$ cat src/rtl/disp_scheduler.sv
// Time-multiplexed 8-digit display scheduler: scans digits, picks the time / set / alarm
// source once per frame, and blinks the edited digit or the whole alarm message.
module disp_scheduler #(
   parameter int SCAN_DIV     = 50000,
   parameter int BLINK_FRAMES = 64,
   parameter int ALARM_FRAMES = 1024
) (
   input  logic        clk,
   input  logic        rst,
   input  logic [31:0] time_bcd,
   input  logic [31:0] set_bcd,
   input  logic        set_active,
   input  logic [2:0]  set_cursor,
   input  logic [31:0] alarm_bcd,
   input  logic        alarm_req,
   input  logic        ack_alarm,
   output logic [7:0]  chs,
   output logic [3:0]  digit,
   output logic [1:0]  src,
   output logic        frame_tick
);

   localparam int PW = (SCAN_DIV > 1) ? $clog2(SCAN_DIV) : 1;
   localparam int BW = (BLINK_FRAMES > 1) ? $clog2(BLINK_FRAMES) : 1;
   localparam int AW = (ALARM_FRAMES > 1) ? $clog2(ALARM_FRAMES) : 1;
   localparam logic [PW-1:0] PRESC_MAX = PW'(SCAN_DIV - 1);
   localparam logic [BW-1:0] BLINK_MAX = BW'(BLINK_FRAMES - 1);
   localparam logic [AW-1:0] ALARM_MAX = AW'(ALARM_FRAMES - 1);

   typedef enum logic [1:0] {
      S_TIME  = 2'd0,
      S_SET   = 2'd1,
      S_ALARM = 2'd2
   } state_t;

   logic [PW-1:0] r_presc;
   logic [2:0]    r_idx;
   logic [7:0]    r_chs;
   logic [3:0]    r_digit;
   logic          r_frame_tick;
   state_t        r_state;
   logic          r_blink_on;
   logic [BW-1:0] r_blink_cnt;
   logic [AW-1:0] r_to_cnt;
   logic          r_alarm_pend;

   logic          w_scan_tick;
   logic          w_wrap;
   logic [2:0]    w_idx_next;
   logic          w_timeout;
   logic          w_pend_next;
   state_t        w_state_next;
   logic          w_state_chg;
   logic          w_blink_next;
   logic [BW-1:0] w_blink_cnt_next;
   logic [AW-1:0] w_to_cnt_next;
   logic [3:0]    w_nib;
   logic [3:0]    w_digit_next;

   // NOTE: every always_comb output gets a default first so no path can leave it
   // unassigned and infer a latch.
   always_comb begin
      w_scan_tick = (r_presc == PRESC_MAX);
      w_wrap      = w_scan_tick && (r_idx == 3'd7);
      w_idx_next  = r_idx + 3'd1;
      w_timeout   = w_wrap && (r_state == S_ALARM) && (r_to_cnt == ALARM_MAX);

      w_pend_next = r_alarm_pend;
      if (alarm_req)
         w_pend_next = 1'b1;
      else if (ack_alarm || w_timeout)
         w_pend_next = 1'b0;

      // The next pending value is used so a timeout leaves S_ALARM on the same wrap.
      w_state_next = r_state;
      if (w_wrap) begin
         if (w_pend_next)     w_state_next = S_ALARM;
         else if (set_active) w_state_next = S_SET;
         else                 w_state_next = S_TIME;
      end
      w_state_chg = (w_state_next != r_state);

      w_blink_next     = r_blink_on;
      w_blink_cnt_next = r_blink_cnt;
      if (w_state_chg) begin
         w_blink_next     = 1'b1;
         w_blink_cnt_next = '0;
      end else if (w_wrap) begin
         if (r_blink_cnt == BLINK_MAX) begin
            w_blink_next     = ~r_blink_on;
            w_blink_cnt_next = '0;
         end else begin
            w_blink_cnt_next = r_blink_cnt + 1'b1;
         end
      end

      w_to_cnt_next = r_to_cnt;
      if (alarm_req)
         w_to_cnt_next = '0;
      else if (w_state_chg && (w_state_next == S_ALARM))
         w_to_cnt_next = '0;
      else if (w_wrap && (r_state == S_ALARM))
         w_to_cnt_next = w_timeout ? '0 : r_to_cnt + 1'b1;

      // The slot about to be shown uses the state and blink phase of its own frame.
      case (w_state_next)
         S_SET:   w_nib = set_bcd[{w_idx_next, 2'b00} +: 4];
         S_ALARM: w_nib = alarm_bcd[{w_idx_next, 2'b00} +: 4];
         default: w_nib = time_bcd[{w_idx_next, 2'b00} +: 4];
      endcase
      w_digit_next = w_nib;
      if ((w_state_next == S_SET) && (w_idx_next == set_cursor) && !w_blink_next)
         w_digit_next = 4'hF;
      if ((w_state_next == S_ALARM) && !w_blink_next)
         w_digit_next = 4'hF;
   end

   // NOTE: sequential state uses non-blocking assignments so every register samples
   // the pre-edge values regardless of statement order.
   always_ff @(posedge clk) begin
      if (rst) begin
         r_presc      <= '0;
         r_idx        <= 3'd0;
         r_chs        <= 8'hFE;
         r_digit      <= 4'hF;
         r_frame_tick <= 1'b0;
         r_state      <= S_TIME;
         r_blink_on   <= 1'b1;
         r_blink_cnt  <= '0;
         r_to_cnt     <= '0;
         r_alarm_pend <= 1'b0;
      end else begin
         r_presc      <= w_scan_tick ? '0 : r_presc + 1'b1;
         r_frame_tick <= w_wrap;
         r_state      <= w_state_next;
         r_blink_on   <= w_blink_next;
         r_blink_cnt  <= w_blink_cnt_next;
         r_to_cnt     <= w_to_cnt_next;
         r_alarm_pend <= w_pend_next;
         if (w_scan_tick) begin
            r_idx   <= w_idx_next;
            r_chs   <= ~(8'd1 << w_idx_next);
            r_digit <= w_digit_next;
         end
      end
   end

   assign chs        = r_chs;
   assign digit      = r_digit;
   assign src        = r_state;
   assign frame_tick = r_frame_tick;

endmodule
$ cat config.mk
export PLATFORM = sky130hd
export DESIGN_NAME = disp_scheduler
export DESIGN_NICKNAME = d
export VERILOG_FILES = /design/src/rtl/disp_scheduler.sv
export SDC_FILE = /design/constraint.sdc
export NUM_CORES = 1
export LEC_CHECK = 0
export BUFFER_PORTS_ARGS = -buffer_cell sky130_fd_sc_hd__buf_2
export CAP_MARGIN = 40
export CORE_ASPECT_RATIO = 0.75
export CORE_MARGIN = 5
export CORE_UTILIZATION = 37
export DETAILED_ROUTE_END_ITERATION = 7
export GPL_TIMING_DRIVEN = 0
export PLACE_DENSITY = 0.73
export SYNTH_ARGS = -nofsm -noshare
export SYNTH_HDL_FRONTEND = slang
export SYNTH_SLANG_ARGS = --single-unit
$ cat constraint.sdc
create_clock -name clk -period 10.85 [get_ports clk]
set_input_delay 1.085 -clock clk [delete_from_list [all_inputs] [get_ports clk]]
set_output_delay 1.085 -clock clk [all_outputs]
set_load 0.02 [all_outputs]
After elaboration in Yosys (flattened, before gate mapping) --
Index checks and enable logic that the tools add are counted. Widths: inputs -> output; s select.
Word-level totals: flip-flop bits (word level) 52, word-level logic and storage cells 54, bits of input ports 104, output and inout bits 15
Operators by class: mux-type cells 13, equal/unequal tests 9, shift-type cells 4, reductions and logical operators 12, bitwise gates (word level) 2, add/sub/neg operators 4
Operator list (number):
- $shiftx 32x6->4 | 3
- $add 16x1->16 const B | 1
- $eq 16x16->1 const B | 1
- $add 10x1->10 const B | 1
- $eq 10x10->1 const B | 1
- $mux 10 | 1
- $mux 4 | 2
- $not 8->8 | 1
- $pmux 4 s2 | 1
- $shl 1x3->8 const A | 1
- $logic_and 1x1->1 | 7
- $add 6x1->6 const B | 1
- $eq 6x6->1 const B | 1
- $mux 1 | 6
- $mux 6 | 1
- $eq 2x2->1 const B | 2
- $mux 2 | 2
- $reduce_or 2->1 | 2
- $add 3x1->3 const B | 1
- $eq 3x3->1 | 1
- $eq 3x3->1 const B | 1
- $reduce_or 3->1 | 1
- $eq 2x1->1 const B | 1
- $ne 2x2->1 | 1
- other kinds (3) | 3

Depth between registers and ports, before layout --
depth after elaboration 15, gate-level depth with buffers 16, mapped depth without buffers 13

Least setup slack after synthesis --
No wires, ideal clock.
kind flip-flop to flip-flop, from reg r_presc[12], to reg r_digit[0], in the netlist digit[0], setup time 0.074 ns, data required time 10.776 ns, arrival time 3.938 ns, stages on the path, launching flop included 14, slack 6.838 ns, buffers on the path 3, clock period less this slack 4.012 ns, cell sequence dfxtp_1 -> or4_1 -> buf_2 -> nor4_1 -> a31oi_1 -> o31ai_1 -> ha_1 -> clkbuf_1 -> inv_1 -> clkbuf_1 -> o21ai_0 -> mux4_2 -> mux2_2 -> a31oi_1
On the way: cells in the longest elaborated chain, start to end 15, elaborated cells between the ends (all ways) 21, classes of those cells 4 x eq/ne; 9 x mux; 8 x reduce/logical
RTL lines:
- start, declared | RTL line 36 | logic [PW-1:0] r_presc;
- start signal, assigned | RTL line 133 | r_presc <= w_scan_tick ? '0 : r_presc + 1'b1;
- $eq 16x16->1 * | RTL line 63 | w_scan_tick = (r_presc == PRESC_MAX);
- $logic_and 1x1->1 * | RTL line 64 | w_wrap = w_scan_tick && (r_idx == 3'd7);
- $logic_and 1x1->1 (2 in series) | RTL line 66 | w_timeout = w_wrap && (r_state == S_ALARM) && (r_to_cnt == ALARM_MAX);
- $logic_or 1x1->1 | RTL line 71 | else if (ack_alarm || w_timeout)
- $mux 1 | RTL line 71
- $mux 1 | RTL line 69 | if (alarm_req)
- $mux 2 | RTL line 77 | if (w_pend_next) w_state_next = S_ALARM;
- $mux 2 * | RTL line 76 | if (w_wrap) begin
- named net w_state_next[0] | RTL line 52 | state_t w_state_next;
- $ne 2x2->1 | RTL line 81 | w_state_chg = (w_state_next != r_state);
- $mux 1 | RTL line 85 | if (w_state_chg) begin
- $logic_not 1->1 | RTL line 112, 114
- $logic_and 1x1->1 | RTL line 112 | if ((w_state_next == S_SET) && (w_idx_next == set_cursor) && !w_blink_next)
- $mux 4 | RTL line 112
- $mux 4 * | RTL line 114 | if ((w_state_next == S_ALARM) && !w_blink_next)
- end signal, assigned | RTL line 143 | r_digit <= w_digit_next;
- end, declared | RTL line 39 | logic [3:0] r_digit;
The timed path passes the listed nets; every way through them passes the cells marked *. A chain may end at the register's enable or synchronous reset.

Worst setup path in the final report --
from reg r_idx[1], to reg r_digit[3], in the netlist digit[3]
On the way: cells in the longest elaborated chain, start to end 15, elaborated cells between the ends (all ways) 26, classes of those cells 1 x add/sub; 5 x eq/ne; 3 x shift; 9 x mux; 8 x reduce/logical
RTL lines:
- start, declared | RTL line 37 | logic [2:0] r_idx;
- start signal, assigned | RTL line 141 | r_idx <= w_idx_next;
- $eq 3x3->1 | RTL line 64
- $logic_and 1x1->1 | RTL line 64
- $logic_and 1x1->1 (2 in series) | RTL line 66
- $logic_or 1x1->1 | RTL line 71
- $mux 1 | RTL line 71
- $mux 1 | RTL line 69
- $mux 2 | RTL line 77
- $mux 2 | RTL line 76
- $ne 2x2->1 | RTL line 81
- $mux 1 | RTL line 85
- $logic_not 1->1 | RTL line 112, 114
- $logic_and 1x1->1 | RTL line 112
- $mux 4 | RTL line 112
- $mux 4 * | RTL line 114
Mark *: on every way between the ends. The rest lies on a longest branch, timed or not.

==> summary.txt <==
Power and ir drop
  – Comb pwr share: 8.6%
  – Leakage: 1.66 nW
  – Register share of total power: 49.9%
  – Max VDD drop: 0.0000986 V
  – Sw Share: 21.5%
  – Psw: 0.0830 mW
  – Internal power: 0.304 mW
  – Power per Cell Area: 93.3 nW/um2
  – Clock share of power: 41.5%

Synthesis
  – Cell count after synthesis: 369
  – Top cell type's share of synthesized area: 32.0%
  – YS warnings: 0
  – Most frequent cell after synthesis: nor2_1
  – Cells taking the most area after synthesis: dfxtp_1 32%, mux4_2 8.3%, nor2_1 6.1%, a221o_1 4.9%, a22o_1 4.3%
  – Area leader, netlist: dfxtp_1
  – Yosys reg bits: 52
  – Synth Flop Type: dfxtp_1
  – Async SR Flop Fraction: 0%
  – Distinct cells, synth: 55
  – Sequential-to-total area share from yosys stat: 32.0%
  – Post-synthesis net count: 484
  – Mapped Area: 3260 um2
  – Commonest cells in the netlist: 53 x nor2_1, 52 x dfxtp_1, 23 x o21ai_0
  – EDFF count, synth: 0
  – Syn Area/Cell: 8.83 um2

Critical path
  – Startpoint types: flop
  – R2R cell count: 15
  – Worst-path maximum fanout: 10
  – Critical Path, Cell by Cell: ha_1 -> ha_1 -> nand4_1 -> or4_2 -> clkbuf_1 -> nor2_1 -> o2bb2ai_1 -> ha_1 -> clkbuf_1 -> inv_1 -> clkbuf_1 -> o21ai_0 -> mux4_2 -> mux2_2 -> a31oi_1
  – CP Capture Type: flop
  – Critical setup path kind: reg2reg
  – CP delay by family, top: buffers and inverters
  – CP bufs+invs: 4
  – CP max-delay cell: or4_2
  – Crit path DAT: 4670 ps
  – Critical path's largest stage delay: 630 ps
  – Worst R2R Start: r_idx[1]
  – Reg2reg end: digit[3]
  – R2R Setup Slk: 6400 ps
  – Worst Path Required: 11070 ps

Clocking
  – H-tree Lvls: 2
  – Later-pin clock latency in the skew report: 290 ps
  – Clk slew on worst S/H paths: 70 ps
  – CTS Buf Count: 5
  – CTS max path bufs: 2
  – Hold-fix buffers, CTS: 0
  – Clock Tree Root: clkbuf_16
  – CTS tree: done
  – Clock tree sinks: 52
  – Post-CTS Setup Repair Bufs: 0
  – Post-CTS sizing: 0

Hold path
  – Hold_sp: r_presc[0]
  – Hold crit path type: reg2reg
  – Hold Path End: r_presc[0]
  – Hold Crit Depth: 1

STA
  – Final setup fails: 0
  – Fmax: 0.225 GHz
  – Final Max Tran Viols: 0
  – Slew HR: 46.7%
  – Final Cycle Share: 41.0%
  – Setup ws final: 6400 ps
  – RSZ-0062 raised after global routing: no
  – Final Hold Fails: 0
  – Slew @ Worst Pin: 793 ps
  – Final min period: 4450 ps
  – Setup_tns: 0 ps
  – Max Clock Skew: 3.70 ps

Run status
  – Outcome: finished clean

Job
  – MaxCap Viol Count: 0

Global routing
  – First-pass GRT wire length: 15400 um
  – Largest net degree at the start of global routing: 16
  – Initial antenna violation count: 0
  – Vias in the first global route: 3201
  – GR Util All Layers: 17.1%
  – Total grt overflow: 0

Routing
  – DR vias: 3303
  – Final WL: 9360 um
  – Antenna Nets Post-Route: 0
  – Via density: 5.47
  – Router iterations before antenna repair: 5
  – DRC violations left: 0
  – Routed len/inst: 15.5 um
  – DRT iter0 DRCs: 212

Floorplanning
  – Num ports: 119
  – Die X: 118 um
  – Core area: 8530 um2
  – Site Rows: 29
  – Die Span Y: 91.3 um
  – Initial Utilization: 38.2%
  – Full die area: 10800 um2

Cells and area
  – Share of cells above drive strength 1: 31.0%
  – Layout Nets: 610
  – Antenna Cells: 0
  – Area Growth Syn to Fin: 27.2%

Placement
  – Post-place setup slack: 6460 ps
  – Gpl congestion: 0.879
  – Port Buffers: 117
  – Post-DP HPWL: 7520 um
## state kept, by name, indices dropped and copies added (netlist names)
register / flops
r_presc: 16
r_blink_cnt: 6
frame_tick: 1
r_idx: 3
r_blink_on: 1
r_to_cnt: 10
chs: 8
r_alarm_pend: 1
digit: 4
src: 2
## power groups by stage
stage	clock, mW	combinational, mW	sequential, mW
4_1_cts	0.164	0.0331	0.193
3_5_place_dp	0	0.0330	0.197
3_3_place_gp	0	0.0324	0.197
6_report	0.160	0.0334	0.193
5_1_grt	0.173	0.0367	0.193
2_1_floorplan	0	0.0116	0.197
## final cells by class
type	count	area, um2
Multi-Input combinational cell	281	2060
Sequential cell	52	1040
Fill cell	795	4380
Clock buffer	7	143
Inverter	9	33.8
Tap cell	108	135
Clock inverter	1	7.51
Timing Repair Buffer	119	602
Buffer	27	119
## stage by stage
stage          cell area [um2]  total power [mW]  hold slack [ps]  utilization [%]  cells
6_report                  4140             0.387              470             48.6    604
3_5_place_dp              3990             0.230              451             46.8    596
4_1_cts                   4140             0.390              465             48.6    604
3_3_place_gp              3980             0.230              440             46.6    594
2_1_floorplan             3260             0.209              430                -    369
5_1_grt                   4140             0.403              508             48.6    604
## cells by family after synthesis
group                      synth area share, %
buffers and inverters                     4.69
muxes                                     10.9
xor gates and xnor gates                  7.26
DFF                                       32.0
AOI/OAI and AO/OA                         19.4
adders and majority gates                 4.23
and+or+nand+nor                           21.6
## how the worst max path moves through the flow
stage | cells past startpoint | end | start | slack [ps]
after CTS | 15 | digit[2] | r_idx[1] | 6400
after floorplan | 13 | digit[0] | r_presc[12] | 6840
after detailed placement | 15 | digit[2] | r_idx[1] | 6460
final | 15 | digit[3] | r_idx[1] | 6400
after global placement | 13 | digit[1] | r_presc[12] | 6050
after global routing | 15 | digit[2] | r_idx[1] | 6020
## layer usage
metal	track usage (%)	up-vias	routed length [um]
met5	0	-	0
met4	2.96	0	51
met2	27.1	145	4210
li1	-	1622	-
met3	3.73	8	795
met1	24.3	1528	4310
## placed cells by master (no fill, tap or decap), drive strengths merged, types with 7 or more instances in the layout
cell	instances
a21oi	7
a221o	16
a22o	16
a31oi	7
buf	125
clkbuf	27
dfxtp	52
ha	11
inv	8
mux4	12
nand2	17
nand3	16
nand4	8
nor2	53
o21ai	23
xnor2	12
xor2	15
Note: power is estimated with default switching activity, not from simulation.
